## src/rtl/muxpga_cfg_loader_if.sv

```systemverilog
// Serial configuration stream into the muxpga loader.
// Master drives start/valid/bit; the loader is the slave.
interface muxpga_cfg_loader_if;
  logic cfg_start;
  logic cfg_valid;
  logic cfg_bit;

  modport master (
    output cfg_start,
    output cfg_valid,
    output cfg_bit
  );

  modport slave (
    input cfg_start,
    input cfg_valid,
    input cfg_bit
  );
endinterface

```

## src/rtl/muxpga_cfg_loader.sv

```systemverilog
// Serial bitstream loader: shadow shift, check, atomic commit to fabric.
// MUXPGA_CFG_PARITY_EN appends one even-parity bit to each load.
module muxpga_cfg_loader #(
  parameter int NUM_CELLS     = 12,
  parameter int CELL_CFG_BITS = 8
) (
  input  logic clk,
  input  logic reset_n,
  muxpga_cfg_loader_if.slave cfg,
  output logic [NUM_CELLS*CELL_CFG_BITS-1:0] cfg_active,
  output logic busy,
  output logic done,
  output logic err,
  output logic fabric_reset
);

  localparam int TOTAL = NUM_CELLS * CELL_CFG_BITS;
`ifdef MUXPGA_CFG_PARITY_EN
  localparam int NBITS = TOTAL + 1;
`else
  localparam int NBITS = TOTAL;
`endif
  localparam int CW = $clog2(TOTAL + 2);
  localparam logic [CW-1:0] LAST = CW'(NBITS - 1);
  localparam logic [CW-1:0] ONE  = CW'(1);

  typedef enum logic [1:0] {
    IDLE,
    SHIFT,
    CHECK,
    COMMIT
  } state_t;

  state_t           state;
  logic [CW-1:0]    cnt;
  logic [TOTAL-1:0] shadow;
  logic             par_err;

`ifdef MUXPGA_CFG_PARITY_EN
  logic par_bit;

  // data parity xor the received bit must be even
  assign par_err = (^shadow) ^ par_bit;

  always_ff @(posedge clk or negedge reset_n) begin
    if (!reset_n) begin
      par_bit <= 1'b0;
    end else if (state == SHIFT && !cfg.cfg_start &&
                 cfg.cfg_valid && cnt == CW'(TOTAL)) begin
      par_bit <= cfg.cfg_bit;
    end
  end
`else
  assign par_err = 1'b0;
`endif

  always_ff @(posedge clk or negedge reset_n) begin
    if (!reset_n) begin
      state        <= IDLE;
      cnt          <= '0;
      shadow       <= '0;
      cfg_active   <= '0;
      busy         <= 1'b0;
      done         <= 1'b0;
      err          <= 1'b0;
      fabric_reset <= 1'b0;
    end else begin
      done         <= 1'b0;
      fabric_reset <= 1'b0;
      unique case (state)
        IDLE: begin
          if (cfg.cfg_start) begin
            state <= SHIFT;
            cnt   <= '0;
            err   <= 1'b0;
            busy  <= 1'b1;
          end
        end
        SHIFT: begin
          if (cfg.cfg_start) begin
            cnt <= '0;
          end else if (cfg.cfg_valid) begin
            // first bit received drifts down to shadow[0]
            if (cnt < CW'(TOTAL)) begin
              shadow <= {cfg.cfg_bit, shadow[TOTAL-1:1]};
            end
            cnt <= cnt + ONE;
            if (cnt == LAST) begin
              state <= CHECK;
            end
          end
        end
        CHECK: begin
          if (cfg.cfg_start) begin
            state <= SHIFT;
            cnt   <= '0;
          end else if (par_err) begin
            state <= IDLE;
            err   <= 1'b1;
            busy  <= 1'b0;
          end else begin
            state        <= COMMIT;
            cfg_active   <= shadow;
            done         <= 1'b1;
            fabric_reset <= 1'b1;
          end
        end
        COMMIT: begin
          state <= IDLE;
          busy  <= 1'b0;
        end
        default: begin
          state <= IDLE;
          busy  <= 1'b0;
        end
      endcase
    end
  end

endmodule

```

## src/flat_wrapper.sv

```systemverilog
// flat-port wrapper written by rule: the top's interface ports become plain ports
module muxpga_cfg_loader_flat 
#(
  parameter int NUM_CELLS     = 12,
  parameter int CELL_CFG_BITS = 8
)
  (clk, reset_n, cfg_active, busy, done, err, fabric_reset, cfg_cfg_start, cfg_cfg_valid, cfg_cfg_bit);
  muxpga_cfg_loader_if cfg_i ();
  input  logic clk;
  input  logic reset_n;
  output logic [NUM_CELLS*CELL_CFG_BITS-1:0] cfg_active;
  output logic busy;
  output logic done;
  output logic err;
  output logic fabric_reset;
  input wire logic [$bits(cfg_i.cfg_start)-1:0] cfg_cfg_start;
  input wire logic [$bits(cfg_i.cfg_valid)-1:0] cfg_cfg_valid;
  input wire logic [$bits(cfg_i.cfg_bit)-1:0] cfg_cfg_bit;
  assign cfg_i.cfg_start = cfg_cfg_start;
  assign cfg_i.cfg_valid = cfg_cfg_valid;
  assign cfg_i.cfg_bit = cfg_cfg_bit;
  muxpga_cfg_loader #(.NUM_CELLS(NUM_CELLS), .CELL_CFG_BITS(CELL_CFG_BITS)) u_core (.clk(clk), .reset_n(reset_n), .cfg(cfg_i), .cfg_active(cfg_active), .busy(busy), .done(done), .err(err), .fabric_reset(fabric_reset));
endmodule
```

## config.mk

```make
export PLATFORM = sky130hd
export DESIGN_NAME = muxpga_cfg_loader_flat
export DESIGN_NICKNAME = d
export VERILOG_FILES = /design/src/rtl/muxpga_cfg_loader_if.sv /design/src/rtl/muxpga_cfg_loader.sv /design/src/flat_wrapper.sv
export SDC_FILE = /design/constraint.sdc
export NUM_CORES = 1
export LEC_CHECK = 0
export ABC_AREA = 1
export CAP_MARGIN = 20
export CORE_MARGIN = 2
export CORE_UTILIZATION = 57
export CTS_CLUSTER_DIAMETER = 120
export DETAILED_ROUTE_END_ITERATION = 7
export DONT_BUFFER_PORTS = 1
export GPL_ROUTABILITY_DRIVEN = 0
export PLACE_DENSITY = 0.75
export SYNTH_ARGS = -nofsm -noshare
export SYNTH_HDL_FRONTEND = slang
export SYNTH_SLANG_ARGS = --single-unit
```

## constraint.sdc

```tcl
create_clock -name clk -period 1.4 [get_ports clk]
set_clock_uncertainty 0.1 [all_clocks]
set_input_delay 0.28 -clock clk [delete_from_list [all_inputs] [get_ports clk]]
set_output_delay 0.28 -clock clk [all_outputs]
set_load 0.02 [all_outputs]
```

==> results.ini <==
[run_status]
status = complete, but fails checks
violations = negative hold slack, negative setup slack

[power_and_ir_drop]
p_per_area_nw_per_um2 = 2380
fin_total_pwr_mw = 23.2
leakagePower_nw = 4.58
irDropWorstVdd_uv = 1300

[floorplanning]
num_io_pins = 105
rows = 43
start_util_pct = 58.6
core_um2 = 13900
dieWidth_um = 124
die_h_um = 124
die_area_um2 = 15300

[clocking]
root_buffer = clkbuf_16
cts_tree = yes
cts_hold_buf = 2
clk_latency_ns = 0.49
clkSinkCount = 203
cts_made_buffers = 21
ctsLongestPathBuffers = 3
htree_levels = 1
clk_pin_slew_ns = 0.06

[detailed_routing]
wl_per_cell_um = 17.0
wirelength_mm = 17.5
vias = 5452
drt_first_pass_iters = 5
drcViolationCount = 0
vias_per_cell = 5.32
antenna_left = 0
drt-initial-drc-count = 338

[place]
dpl_worst_slack_ns = -0.0224
port_buffers = 0
placed_area_um2 = 8300
dpl.hpwl_mm = 9.41
dp.cells = 962

[sta]
setup_violations = 4
fmax_mhz = 707
hold_violations = 203
tns_ns = -0.0232
period_minus_slack_ns = 1.41
rsz0062_at_grt = yes
whs_ns = -0.611
period_share_pct = 101
fin_ws_ns = -0.0140
maxSlewViolCount = 0

[worst_hold_path]
hp-class = primary input to async pin

[logic_synthesis]
synth_fp_nets = 805
ys.flop_type = dfrtp_1
yosysUniqueCellTypes = 24
synth_edf_count = 0
synth.top_cell.area_share_pct = 62.3
synth_area_um2 = 8160
avgSynthCellArea_um2 = 10.2
synth_seq_cells = 203
synthTopCellsByCount = nand2_1 (219), dfrtp_1 (203), o21ai_0 (112)
synth_area_leaders = dfrtp_1 (62%), nand2_1 (10%), o21ai_2 (9.0%)
yosysWarnings = 0
async_flop_share_pct = 100
synth_cells = 799
yosysSeqAreaShare_pct = 62.3
yosysMostFrequentCell = nand2_1
synth_top_area_cell = dfrtp_1

[global_route]
grt_pass1_vias = 5435
grt_max_degree = 204
grt_pass1_wl_mm = 26.0
grt_use_total_pct = 21.3
grt_antenna_before_repair = 0
overflow = 0

[setup_path]
r2r_cells = 6
worst_ep_required_time_ns = 1.68
worstPathArrival_ns = 1.69
start_kind = register
r2r_start = u_core.state[1]
worstPathMaxFanout = 11
r2r_slack_ns = -0.01
timing.rr.end = u_core.cfg_active[90]
worstSetupPathType = register to register
end_kind = register

[cells_and_area]
final_layout_size_suffix_gt1_share_pct = 28.0
final_net_count = 837
antenna_cells = 0
final_util_pct = 69.9
area_growth_pct = 19.4
final_cells = 1025
design_area_um2 = 9750

[flow_run]
drv_cap = 0

-- cell usage in the layout (no fill, tap or decap), drive strengths merged --
master       netlist  routed
buf               40      43
nand3b             1       1
a21oi              4       4
bufinv             0       6
ha                 1       1
o31ai              1       1
a31oi              1       1
clkbuf             4      34
a21o               1       1
nor2               9       9
clkinvlp           0       2
dfrtp            203     203
clkinv             0       2
dlygate4sd3        0       2
conb               1       1
o21ai            196     196
nand2            220     220
inv              109     110
nand3              8       8
-- sequential cells by signal, indices dropped and copies added (netlist names) --
register / count
u_core.cnt: 7
u_core.cfg_active: 96
u_core.state: 2
u_core.fabric_reset: 1
u_core.busy: 1
u_core.shadow: 96
-- timing repair --
action | CTS | global route
endpoints found under the setup margin | 26 | 198
setup buffers | 5 | 7
endpoints found under the hold margin | 208 | 203
gates cloned | 2 | 12
gates resized for setup | 16 | 123
pin swaps | 1 | 4
-- area by class of cell --
class,count,area (µm²)
Inverter,109,412
Clock buffer,26,584
Multi-Input combinational cell,443,2500
Timing Repair Buffer,53,726
Clock inverter,11,214
Fill cell,991,4190
Sequential cell,203,5090
Tap cell,180,225
-- metal layers --
metal / wire length [µm] / global-route usage, %
met1: 7270 / 27.8
met2: 8790 / 35.4
met3: 1080 / 5.22
met4: 324 / 6.46
met5: 0 / 0
-- power by group --
part,switching (mW),internal [mW]
registers,3.28,8.33
clock network,2.26,4.07
logic,2.94,2.30
-- critical path, stage by stage (launching register included) --
cell,delay (ns)
dfrtp_1,0.41
buf_6,0.13
nand3_4,0.14
buf_12,0.20
clkbuf_16,0.18
nand2_1,0.06
o21ai_1,0.06
-- worst max path at each step --
stage / start / cells past startpoint / end / slack (ns)
after CTS: u_core.state[1] / 6 / u_core.cfg_active[87] / -0.02
after global placement: u_core.cnt[5] / 7 / u_core.shadow[80] / 0.06
final: u_core.state[1] / 6 / u_core.cfg_active[90] / -0.01
after floorplan: u_core.state[1] / 6 / u_core.shadow[0] / 0.07
after global routing: u_core.cnt[5] / 7 / u_core.shadow[67] / -0.09
after detailed placement: u_core.state[0] / 4 / u_core.cfg_active[24] / -0.02
-- cell families (layout without fill, tap and decap cells) --
family,after synthesis,in the layout,synth area share (%)
AOI/OAI and AO/OA,203,203,16.4
adders and majority gates,1,1,0.153
DFF,203,203,62.3
other,1,1,0.0460
buffers and inverters,153,199,9.71
and+or+nand+nor,238,238,11.5
Power figures use the tool's default switching activity.
